File: src/rtl/ws2812_frame_pkg.sv
// Shared types and timing constants for the WS2812 frame sequencer.
package ws2812_pkg;

    localparam int CLK_HZ   = 50_000_000;
    localparam int RESET_US = 300;
    // Latch gap in clock cycles, divided first so the product stays inside 32 bits.
    localparam int DEFAULT_RESET_CYCLES = (CLK_HZ / 1_000_000) * RESET_US;

    typedef struct packed {
        logic [7:0] g;
        logic [7:0] r;
        logic [7:0] b;
    } grb_t;

    typedef enum logic [2:0] {
        IDLE,
        LOAD,
        SEND,
        HOLD,
        WAIT_TX,
        GAP
    } frame_state_t;

endpackage

File: src/rtl/ws2812_frame_scale.sv
// Combinational 3-channel brightness scaler: c' = (c * (level + 1)) >> 8.
module ws2812_scale
    import ws2812_pkg::*;
(
    input  grb_t       pix_in,
    input  logic [7:0] level_in,
    output grb_t       pix_out
);

    logic [23:0] flat_in;
    logic [23:0] flat_out;

    assign flat_in = pix_in;

    genvar gi;
    generate
        for (gi = 0; gi < 3; gi++) begin : g_ch
            logic [16:0] prod;
            assign prod = 17'(flat_in[gi*8 +: 8]) * (17'(level_in) + 17'd1);
            assign flat_out[gi*8 +: 8] = 8'(prod >> 8);
        end
    endgenerate

    assign pix_out = flat_out;

endmodule

File: src/rtl/ws2812_frame.sv
// Frame sequencer feeding ws2812_oneled from a host-written GRB pixel buffer.
// Optional brightness scaling is enabled by defining WS2812_FRAME_BRIGHTNESS_EN.
module ws2812_frame
    import ws2812_pkg::*;
#(
    parameter int NUM_LEDS     = 8,
    parameter int RESET_CYCLES = DEFAULT_RESET_CYCLES,
    parameter int IDX_W        = (NUM_LEDS > 1) ? $clog2(NUM_LEDS) : 1
) (
    input  logic             clk_in,
    input  logic             rst_n_in,
    input  logic             start_in,
    input  logic             wr_en_in,
    input  logic [IDX_W-1:0] wr_addr_in,
    input  logic [23:0]      wr_data_in,
    input  logic [7:0]       brightness_in,
    input  logic             oneled_ready_in,
    output logic [23:0]      grb_out,
    output logic             grb_out_valid,
    output logic             busy_out,
    output logic             frame_done_out
);

    localparam int CNT_W = (RESET_CYCLES > 1) ? $clog2(RESET_CYCLES) : 1;

    frame_state_t     state_reg;
    logic [IDX_W-1:0] idx_reg;
    logic [CNT_W-1:0] gap_cnt_reg;
    logic             start_pending_reg;
    grb_t             buf_mem [NUM_LEDS];
    grb_t             load_word;

    // Buffer must clear on reset, so it lives in flops; out-of-range addresses match no entry.
    always_ff @(posedge clk_in or negedge rst_n_in) begin
        if (!rst_n_in) begin
            for (int i = 0; i < NUM_LEDS; i++) begin
                buf_mem[i] <= '0;
            end
        end else begin
            for (int i = 0; i < NUM_LEDS; i++) begin
                if (wr_en_in && (32'(wr_addr_in) == i)) begin
                    buf_mem[i] <= wr_data_in;
                end
            end
        end
    end

`ifdef WS2812_FRAME_BRIGHTNESS_EN
    ws2812_scale u_scale (
        .pix_in   (buf_mem[idx_reg]),
        .level_in (brightness_in),
        .pix_out  (load_word)
    );
`else
    logic unused_brightness;
    assign unused_brightness = ^brightness_in;
    assign load_word         = buf_mem[idx_reg];
`endif

    always_ff @(posedge clk_in or negedge rst_n_in) begin
        if (!rst_n_in) begin
            state_reg         <= IDLE;
            idx_reg           <= '0;
            gap_cnt_reg       <= '0;
            start_pending_reg <= 1'b0;
            grb_out           <= '0;
            grb_out_valid     <= 1'b0;
            busy_out          <= 1'b0;
            frame_done_out    <= 1'b0;
        end else begin
            frame_done_out <= 1'b0;
            // Requests arriving mid-frame collapse into a single queued frame.
            if (start_in && (state_reg != IDLE)) begin
                start_pending_reg <= 1'b1;
            end
            case (state_reg)
                IDLE: begin
                    if (start_in || start_pending_reg) begin
                        start_pending_reg <= 1'b0;
                        idx_reg           <= '0;
                        busy_out          <= 1'b1;
                        state_reg         <= LOAD;
                    end
                end
                LOAD: begin
                    grb_out       <= load_word;
                    grb_out_valid <= 1'b1;
                    state_reg     <= SEND;
                end
                SEND: begin
                    if (grb_out_valid && oneled_ready_in) begin
                        grb_out_valid <= 1'b0;
                        if (32'(idx_reg) == NUM_LEDS - 1) begin
                            state_reg <= WAIT_TX;
                        end else begin
                            idx_reg   <= idx_reg + 1'b1;
                            state_reg <= HOLD;
                        end
                    end
                end
                HOLD: begin
                    state_reg <= LOAD;
                end
                WAIT_TX: begin
                    if (oneled_ready_in) begin
                        gap_cnt_reg <= CNT_W'(RESET_CYCLES - 1);
                        state_reg   <= GAP;
                    end
                end
                GAP: begin
                    // Done fires on the edge where the count reaches zero.
                    if (gap_cnt_reg <= CNT_W'(1)) begin
                        gap_cnt_reg    <= '0;
                        frame_done_out <= 1'b1;
                        busy_out       <= 1'b0;
                        state_reg      <= IDLE;
                    end else begin
                        gap_cnt_reg <= gap_cnt_reg - 1'b1;
                    end
                end
                default: begin
                    state_reg <= IDLE;
                end
            endcase
        end
    end

endmodule

File: config.mk
export PLATFORM = sky130hd
export DESIGN_NAME = ws2812_frame
export DESIGN_NICKNAME = d
export VERILOG_FILES = /design/src/rtl/ws2812_frame_pkg.sv /design/src/rtl/ws2812_frame_scale.sv /design/src/rtl/ws2812_frame.sv
export SDC_FILE = /design/constraint.sdc
export NUM_CORES = 1
export LEC_CHECK = 0
export CAP_MARGIN = 30
export CORE_MARGIN = 5
export CORE_UTILIZATION = 25
export DETAILED_ROUTE_END_ITERATION = 8
export GPL_TIMING_DRIVEN = 0
export PLACE_DENSITY_LB_ADDON = 0.25
export SYNTH_ARGS = -nofsm -noshare
export SYNTH_HDL_FRONTEND = slang
export SYNTH_HIERARCHICAL = 1
export SYNTH_SLANG_ARGS = --single-unit
File: constraint.sdc
create_clock -name clk_in -period 1.85 [get_ports clk_in]
set_input_delay 0.185 -clock clk_in [delete_from_list [all_inputs] [get_ports clk_in]]
set_output_delay 0.185 -clock clk_in [all_outputs]
set_load 0.05 [all_outputs]
## Word level (Yosys, flattened, before mapping)

Index checks and enable logic that the tools add are counted.

- $add $sub $neg: 2
- Equality and inequality tests: 18
- Shifts and indexed selects: 0
- Bitwise logic cells: 1
- Divide/modulo/power cells: 0
- Order comparisons: 2
- Multipliers: 0
- Mux-type cells: 26
- Reduce and logical (&&, ||, !) cells: 23

Operators with widths:

| cell | count |
|---|---|
| binary-select mux 24 bit (select 3 bit) | 1 |
| two-way mux 24 bit | 2 |
| two-way mux 14 bit | 2 |
| one-hot mux 14 bit (2 select lines) | 1 |
| two-way mux 3 bit | 8 |
| == test 3 bit, second input constant | 7 |
| one-hot mux 3 bit (6 select lines) | 1 |
| <= comparator 14 x 1 -> 1 bit, second input constant | 1 |
| subtractor 14 x 1 -> 14 bit, second input constant | 1 |
| == test 3 x 2 -> 1 bit, second input constant | 4 |
| logical AND 1 bit | 10 |
| != test 2 bit, second input constant | 5 |
| two-way mux 1 bit | 8 |
| AND reduction 4 bit | 2 |
| nonzero test 2 bit | 4 |
| == test 3 x 1 -> 1 bit, second input constant | 2 |
| logical NOT 3 bit | 2 |
| one-hot mux 3 bit (2 select lines) | 1 |
| >= comparator 4 bit, second input constant | 1 |
| inverter 3 -> 4 bit | 1 |
| one-hot mux 1 bit (2 select lines) | 2 |
| AND reduction 2 bit | 2 |
| adder 3 x 1 -> 3 bit, second input constant | 1 |
| AND reduction 3 bit | 1 |
| 2 further kinds | 2 |

- Word-level logic and storage cells: 104
- RAM bits: 0
- Flip-flop bits (word level): 240
- Bits in latches: 0
- Memory bits (read-only): 0
- Output and inout port bits: 27
- Bits of input ports: 40
- Memories kept: 0

## Logic depth before layout (Yosys ltp)

Gate-level depths: netlist (run 1).

- Depth in word-level cells: 5
- Gate-level depth with buffers: 6
- Depth with buffers taken out: 6

## Worst setup path after synthesis (run 1)

Ideal clock, no wire load.

- Kind: reg-to-reg
- Start point: register gap_cnt_reg[10]
- End point: register gap_cnt_reg[8]
- Library setup time: 0.125 ns
- Slack: -0.020 ns
- Cell stages (with the launch flop): 7
- Path buffers: 1
- Period minus slack after synthesis: 1.870 ns
- Arrival time: 1.745 ns
- Required time: 1.725 ns
- Path through: dfrtp_1 -> or3_1 -> or2_0 -> buf_2 -> o31ai_4 -> o21ai_2 -> mux2_4

- Longest elaborated chain between the ends: 3

RTL lines:

| element | RTL line | text |
|---|---|---|
| start: declaration | ws2812_frame.sv:28 | `logic [CNT_W-1:0] gap_cnt_reg;` |
| start signal: assignment | ws2812_frame.sv:106 | `gap_cnt_reg <= CNT_W'(RESET_CYCLES - 1);` |
| start signal: assignment | ws2812_frame.sv:118 | `gap_cnt_reg <= gap_cnt_reg - 1'b1;` |
| <= comparator 14 x 1 -> 1 bit | ws2812_frame.sv:112 | `if (gap_cnt_reg <= CNT_W'(1)) begin` |
| two-way mux 14 bit | ws2812_frame.sv:112 |  |
| one-hot mux 14 bit (2 select lines) | ws2812_frame.sv:76 | `case (state_reg)` |

Every way passes these cells.
A chain may end at the register's enable or synchronous reset.

## Worst setup path after layout (run 1)

- Start point: register gap_cnt_reg[9]
- End point: register gap_cnt_reg[8]

The elaborated chain is that of the path after synthesis.

==> metrics, run 1 <==
Synth Instances 735; Area growth syn-to-layout 22.82%; GRT overflow 0; nets 876; vias around 6400; post-route clock period utilization 104.5%; critical path class flop to flop; Worst Slack Setup Final -0.08378 ns; Fmax just over 0.5 GHz; via/cell ratio between 4 and 5; synth warn 6; CTS Sinks 240; wire length of the first global-routing pass 42.03 mm; Synth Net Count around 800; WHS between 0.1 and 0.15 ns; final antenna-violating net count 0; crit path launch type flop; fraction of layout cells with a size suffix above 1 41.65%; clk buf depth 3; RSZ-0062 raised after global routing true; Finished Cell Area roughly 13000 µm²; num rows 75; outcome complete, but fails checks; number of setup violations in the final report 3; most frequent cells in the layout 240 x dfrtp_1, 192 x mux2_2, 48 x mux4_2, 38 x nor2_1, 36 x a21oi_1; GP Congestion 0.7442; total CTS buffers 29; Fin. Hold Viols 0; setup slack, reg-to-reg -0.08 ns; CTS root buf clkbuf_16; worst slack, placed -0.7507 ns; Cell Area, Synth 10710 µm²; most common library cell in the layout ignoring fill and taps dfrtp_1; Crit Path Max Fanout 6; initial antenna violation count 1; failing checks setup timing; DRT Wirelength between 20 and 30 mm; Synth cell types between 40 and 50; die width approximately 220 µm; synthesized area per cell 14.57 µm²; Setup Skew 0.01143 ns; clk slew on worst S/H paths 0.06 ns; cell leakage power roughly 5.3 nW; initial core utilization between 20 and 30%; # port buffers 53; worst hold path type input pin to flop; CTS tree built; I/O pin total 67; vias in the first global route 6885; Post-route DRC 0; max cap viols 0; wire length per cell around 19 µm; die footprint between 40000 and 50000 µm²; Final Max Tran Viols 0; Detailed Routing Iterations Pass 1 4; pwr dens 1419 nW/µm²; worst-skew pair later-pin latency 0.55 ns; die height 216.9 µm; drt initial violations 289; register area share after synthesis 56.09%; Total Routing Usage GR between 10% and 20%; max reg flops 192; worst IR drop on VDD 0.6052 mV; Tot Pwr between 15 and 20 mW; DP HPWL 17.24 mm; htree depth 1; largest net degree at the start of global routing between 100 and 150; critical path capture point type flop; Placed Area 11990 µm²; actual slew at the worst max-slew pin around 0.85 ns; worst path arrival time 2.35 ns; required time worst endpoint 2.27 ns; Core ar. roughly 42000 µm²; Slew HR between 40 and 50%; Final min period between 1.5 and 2 ns; post-synthesis register bit count 240
[per-layer routing]
layer	global-route usage, %	share of wire (%)	vias to the layer above
li1	-	-	2923
met1	15.48	46	3337
met2	18.69	48	93
met3	2.071	3.8	38
met4	2.949	2.2	0
met5	0	0	-
[synthesized netlist by cell type, drive strengths merged]
cell type  number  area share (%)
nand2          13            0.46
o22ai           3            0.18
o21ai          11            0.55
a211o           1           0.082
or4             1           0.070
nor2b           2            0.12
nand3b          1           0.070
clkbuf         30             1.1
nor2           39             1.4
nand4b          3            0.25
a21o            3            0.21
nand4           2            0.12
mux4           48              10
or3             5            0.32
nor3           14            0.70
inv             6            0.21
and3            2            0.12
o22a            1           0.082
mux2i          24             2.2
a21boi          1           0.070
nand2b          2            0.12
buf            17            0.76
a211oi          3            0.21
a22o            1           0.082
mux2          193              20
nor3b           4            0.37
o311ai          1           0.082
ha              4            0.47
a32oi           1           0.082
nor4            6            0.35
or2             2            0.12
o31ai           3            0.34
a21oi          36             1.7
nand3          12            0.56
dfrtp         240              56
[repair_timing]
item,in CTS,in global routing
hold buffers,1,0
setup buffers,7,3
gates resized for setup,71,24
hold endpoints to repair,47,0
setup endpoints to repair,79,38
pin swaps,2,5
[worst max-delay path, stage by stage (launching register included)]
cell	delay (ns)
dfrtp_1	0.38
or3_4	0.39
or2_1	0.22
buf_6	0.14
o31ai_4	0.23
buf_6	0.15
o21ai_2	0.05
mux2_4	0.26
[power breakdown]
group / switching (mW) / internal [mW] / total [mW]
logic: 3.29 / 2.68 / 5.96
registers: 0.665 / 6.54 / 7.21
clock network: 2.18 / 3.31 / 5.49
[layout make-up]
cell class	instances	area (µm²)
Clock inverter	6	61.31
Multi-Input combinational cell	442	4586
Inverter	6	22.52
Fill cell	4216	28980
Sequential cell	240	6006
Antenna cell	1	2.502
Clock buffer	43	858.3
Timing Repair Buffer	67	668.1
Buffer	46	271.5
Tap cell	539	674.4
[worst paths after layout]
check / from / to / cells after the start
setup / recovery: gap_cnt_reg[9] / gap_cnt_reg[8] / 7
hold / removal: oneled_ready_in / gap_cnt_reg[4] / 3
setup reg to reg: gap_cnt_reg[9] / gap_cnt_reg[8] / 7
hold reg to reg: buf_mem[31] / buf_mem[31] / 1
max in group asynchronous: rst_n_in / buf_mem[127] / 4
min in group asynchronous: rst_n_in / gap_cnt_reg[8] / 2
[metrics by stage]
| step | std cells | util, % | TNS, ns |
|---|---|---|---|
| 5_1_grt | 1389 | 31.20 | -0.8123 |
| 2_1_floorplan | 735 | - | -0.02040 |
| 4_1_cts | 1386 | 30.97 | -1.162 |
| 3_3_place_gp | 1327 | 28.27 | -2555.55 |
| 3_5_place_dp | 1330 | 28.45 | -61.97 |
| 6_report | 1390 | 31.21 | -0.1173 |
[logic make-up after synthesis]
group           synth area share (%)
fa+ha+maj                     0.4675
buf+inv                        2.022
simple gates                   5.095
compound gates                 3.646
flops                          56.09
mux                            32.67
(Power assumes the default switching activity.)
==> run 2: changes to the inputs <==
--- a/config.mk
+++ b/config.mk
@@ -7,7 +7,7 @@
 export LEC_CHECK = 0
 export CAP_MARGIN = 30
 export CORE_MARGIN = 5
-export CORE_UTILIZATION = 25
+export CORE_UTILIZATION = 50
 export DETAILED_ROUTE_END_ITERATION = 8
 export GPL_TIMING_DRIVEN = 0
 export PLACE_DENSITY_LB_ADDON = 0.25
==> run 2 against run 1 <==
The run still ends with setup timing left. Total power decreased by 1.8%. First-iteration DRC count increased by 9.3%. Largest cell class unchanged. Final cell count is 19% lower. Clock skew rose by 0.0029 ns. Non-clock buffer count grew 1. Global-route usage grew 9.2 points.
==> metrics, run 2 (same netlist as run 1, synthesis figures left out) <==
outcome complete, but fails checks; failing checks setup timing; clk buf depth 3; CTS tree built; Placed Area 11630 µm²; die footprint ~24000 µm²; Pint 12.36 mW; Final Max Tran Viols 0; nets 874; critical path class flop to flop; Finished Cell Area 12770 µm²; vias in the first global route between 7000 and 8000; actual slew at the worst max-slew pin 0.9220 ns; ant diodes 0; max reg flops 192; hold path depth 3; critical path capture point type flop; cell leakage power 5.336 nW; largest net degree at the start of global routing 127; Detailed Routing Iterations Pass 1 5; Fin. Hold Viols 0; Post-route DRC 0; worst hold path type input pin to flop; total CTS buffers 26; drt initial violations 316; max cap viols 0; post-route clock period utilization 101.6%; number of setup violations in the final report 1; buffer and inverter count on the worst path 1; crit path launch type flop; wire length per cell between 20 and 25 µm; DP HPWL 15.88 mm; # port buffers 53; Reg2Reg Depth 6; Slew HR 38.53%; Worst path slowest cell or3_4; die width 156.3 µm; Core ar. ~21000 µm²; wire length of the first global-routing pass just under 40 mm; Cell Chain, Critical Path or3_4, or2_4, o31ai_4, buf_6, nor2b_1, mux2_4; initial core utilization 50.93%; required time worst endpoint 2.26 ns; worst path arrival time 2.28 ns; clk slew on worst S/H paths 0.06 ns; CTS Sinks 240; worst slack, placed -0.4888 ns; initial antenna violation count 0; final antenna-violating net count 0; DRT Wirelength 24.25 mm; CTS root buf clkbuf_16; worst IR drop on VDD 0.9696 mV; crit-path max cell delay 0.40 ns; critical path depth in cells 6; Setup Skew 0.01429 ns; Final min period 1.879 ns; GRT overflow 0; vias 6605; Total Routing Usage GR 20.53%; htree depth 1; most common library cell in the layout ignoring fill and taps dfrtp_1; die height 156.3 µm; via/cell ratio 5.876; switch share 32.52%; GP Congestion 0.8173; Net Switching 5.959 mW; worst-skew pair later-pin latency around 0.53 ns; Worst Slack Setup Final -0.02886 ns; Top Family by Delay on Critical Path simple AND/OR/NAND/NOR gates; sequential power share 39.4%; clock power share 28.4%; num rows 53; fraction of layout cells with a size suffix above 1 40.99%; most frequent cells in the layout 240 x dfrtp_1, 192 x mux2_2, 48 x mux4_2, 38 x nor2_1, 36 x a21oi_1; Area growth syn-to-layout 19.26%; pwr dens 1435 nW/µm²; I/O pin total 67; Crit Path Max Fanout 7; RSZ-0062 raised after global routing true; combinational power share 32.2%; Fmax 0.5322 GHz
## run 2: changes by cell type in the layout (fill, tap and decap cells not counted), sizes merged
cell | previous run | this run
dlygate4sd2 | 27 | 26
clkinv | 4 | 7
dlymetal6s2s | 0 | 1
clkbuf | 69 | 64
buf | 34 | 33
bufinv | 1 | 3
diode | 1 | 0
## run 2: path summary, 6_finish.rpt
kind                            startpoint        endpoint  slack (ns)
max                        gap_cnt_reg[10]  gap_cnt_reg[8]       -0.03
min                        oneled_ready_in  gap_cnt_reg[4]        0.11
max reg2reg                gap_cnt_reg[10]  gap_cnt_reg[8]       -0.03
min reg2reg                    buf_mem[10]     buf_mem[10]        0.50
max in group asynchronous         rst_n_in    buf_mem[176]        0.42
min in group asynchronous         rst_n_in  gap_cnt_reg[6]        0.37
## run 2: cell type report
class | instances | area, µm²
fillers | 1557 | 8253
flip-flops and latches | 240 | 6006
repair buffers | 69 | 663.1
well taps | 275 | 344.1
multi-input cells | 442 | 4612
clock buffers | 36 | 729.5
plain buffers | 45 | 259.0
inverters | 6 | 22.52
clock inverters | 11 | 132.6
## run 2: per-layer routing
layer  global-route usage, %  share of wire [%]  vias up
met1                   26.39                 41     3476
met4                   6.281                2.6        0
met5                       0                  0        -
met3                   3.816                5.2       49
met2                   35.63                 51      166
li1                        -                  -     2914
## run 2: timing repair
item                                   in CTS  in global routing
pin swaps                                   6                  5
buffers inserted                            8                  5
setup endpoints to repair                  67                 41
hold buffers                                1                  0
endpoints found under the hold margin     125                  0
resized for setup                          67                 27
## run 2: power groups by stage
stage,clock network [mW],logic (mW),registers [mW]
after global placement,0,5.76,7.20
final,5.21,5.89,7.22
after CTS,5.32,5.89,7.21
after global routing,5.53,6.34,7.39
after detailed placement,0,5.95,7.31
after floorplan,0,3.27,8.07
## run 2: per-stage QoR
stage | TNS [ns] | instances | util [%] | power, mW | hold slack, ns
after floorplan | -0.02040 | 735 | - | 11.34 | -0.1106
after global placement | -2115.84 | 1063 | 55.09 | 12.97 | 0.4812
after detailed placement | -32.76 | 1065 | 55.32 | 13.27 | 0.3609
after CTS | -0.09406 | 1120 | 60.14 | 18.43 | 0.06873
after global routing | -0.09760 | 1124 | 60.74 | 19.26 | 0.1433
final | -0.02886 | 1124 | 60.74 | 18.32 | 0.1092
## run 2: tightest hold or removal path: stages
cell      delay, ns
clkbuf_1       0.19
nand2_1        0.13
o22ai_1        0.07
==> run 3: changes to the inputs <==
==> constraint.sdc (replaced) <==
create_clock -name clk_in -period 1.55 [get_ports clk_in]
set_input_delay 0.155 -clock clk_in [delete_from_list [all_inputs] [get_ports clk_in]]
set_output_delay 0.155 -clock clk_in [all_outputs]
set_load 0.05 [all_outputs]
==> run 3 against run 2 <==
The flow still finishes with violations (setup timing). Count of clock-buffer cells in the layout is the same. Core utilization rose by 2.5 points. Combinational power up 33%. Wire length up 2.4%. Sequential share of layout area shrank 1.8 points. Total power up 24%. Critical path depth stayed put. Via count is 1.2% higher. Non-clock buffer count is 14 higher. Final area is 4.2% higher.
==> metrics, run 3 (same netlist as run 1, synthesis figures left out) <==
worst slack, placed -0.6420 ns; die height roughly 160 µm; placed cell count about 1100; clk slew on worst S/H paths 0.06 ns; Core ar. 21020 µm²; # port buffers 53; vias in the first global route 7320; most common library cell in the layout ignoring fill and taps dfrtp_1; Final min period 1.855 ns; htree depth 1; failing checks setup timing; crit path launch type flop; max reg flops around 190; initial core utilization 50.93%; Reg2Reg Depth 6; CTS Sinks 240; ant diodes 0; via/cell ratio 5.873; max cap viols 0; final-layout fill cell count 1500; RSZ-0062 raised after global routing true; num rows 53; DRT Wirelength between 20 and 25 mm; CTS root buf clkbuf_16; Area growth syn-to-layout 24.21%; worst-skew pair later-pin latency 0.53 ns; actual slew at the worst max-slew pin ~0.84 ns; Worst Slack Setup Final -0.3050 ns; CTS tree built; outcome complete, but fails checks; worst IR drop on VDD around 1.1 mV; Hold Path Sink gap_cnt_reg[4]; die width 156.3 µm; worst path arrival time between 2 and 2.5 ns; die footprint approximately 24000 µm²; cell leakage power ~5.5 nW; setup slack, reg-to-reg -0.31 ns; wire length of the first global-routing pass slightly above 40 mm; Reg-to-Reg End gap_cnt_reg[8]; drt initial violations 276; most frequent cells in the layout 237 x dfrtp_1, 192 x mux2_2, 48 x mux4_2, 37 x nor2_1, 33 x a21oi_1; FF-to-FF Start gap_cnt_reg[4]; post-route clock period utilization 119.7%; total CTS buffers 26; Placed Area between 10000 and 15000 µm²; Crit Path Max Fanout 6; Total Routing Usage GR a little over a fifth; GP Congestion 0.8139; number of setup violations in the final report 53; Detailed Routing Iterations Pass 1 4; nets 888; Fin. Hold Viols 0; DP HPWL 15.81 mm; clk buf depth 3; GRT overflow 0; vias between 6000 and 7000; hold wc startpoint oneled_ready_in; largest net degree at the start of global routing 94; required time worst endpoint 1.96 ns; worst hold path type input pin to flop; Fmax 0.5391 GHz; TNS Setup -7.555 ns; critical path class flop to flop; Post-route DRC 0; Post-Layout Cell Count 1138; Slew HR 43.83%; WHS 0.09154 ns; Finished Cell Area 13300 µm²; critical path capture point type flop; pwr dens 1714 nW/µm²; hold path depth 3; initial antenna violation count 0; Final Max Tran Viols 0; Setup Skew 0.01421 ns; fraction of layout cells with a size suffix above 1 49.36%; final antenna-violating net count 0; I/O pin total 67; wire length per cell ~22 µm
==> run 3: through the flow <==
stage                     util (%)  power [mW]
after floorplan                  -       13.63
after global routing         63.26       23.98
after global placement       55.31       15.56
after detailed placement     55.59       15.87
final                        63.26       22.79
after CTS                    62.67       23.02
==> run 3: worst max-delay path: stages, from the launching register on <==
cell and delay, ns:
dfrtp_1 0.46, nor3_4 0.34, nand2_4 0.17, o31ai_4 0.29, buf_6 0.16, o21ai_2 0.05, mux2_4 0.26
==> run 3: layer usage <==
metal  routed length [µm]  vias up  GRT usage, %
met5                    0        -             0
met4                  423        0         4.587
met3                 1327       42         4.204
met2                12810      147         35.85
met1                10270     3541         27.79
li1                     -     2954             -
==> run 3: repair_timing <==
action | CTS | global route
endpoints found under the hold margin | 74 | 0
hold buffers | 1 | 0
setup endpoints to repair | 72 | 180
pin swaps | 29 | 17
gates resized for setup | 153 | 56
cloned | 4 | 0
buffers inserted | 20 | 8
==> run 3: how the worst max path moves through the flow <==
stage                               start        endpoint  slack [ns]  depth (start not counted)
after floorplan           gap_cnt_reg[10]  gap_cnt_reg[8]       -0.32                          6
after global placement           rst_n_in   grb_out_valid       -9.87                          1
after detailed placement   gap_cnt_reg[5]    state_reg[2]       -0.64                          4
after CTS                  gap_cnt_reg[9]  gap_cnt_reg[8]       -0.38                          7
after global routing       gap_cnt_reg[4]  gap_cnt_reg[8]       -0.36                          6
final                      gap_cnt_reg[4]  gap_cnt_reg[8]       -0.31                          6
==> run 3: power breakdown <==
group	switching (mW)	leakage, nW	internal, mW	total (mW)
clock	2.46	0.445	3.86	6.32
sequential	0.835	2.87	7.82	8.65
combinational	4.01	2.20	3.81	7.82
==> run 3: final cells by class <==
type	count	area, µm²	share of cell area [%]
sequential	240	6010	45.19
multi-input combinational	442	4763	35.82
timing repair buffer	84	938.4	7.056
clock buffer	36	748.2	5.626
tap	275	344.1	2.587
buffer	44	329.1	2.474
clock inverter	11	141.4	1.063
inverter	6	25.02	0.1882
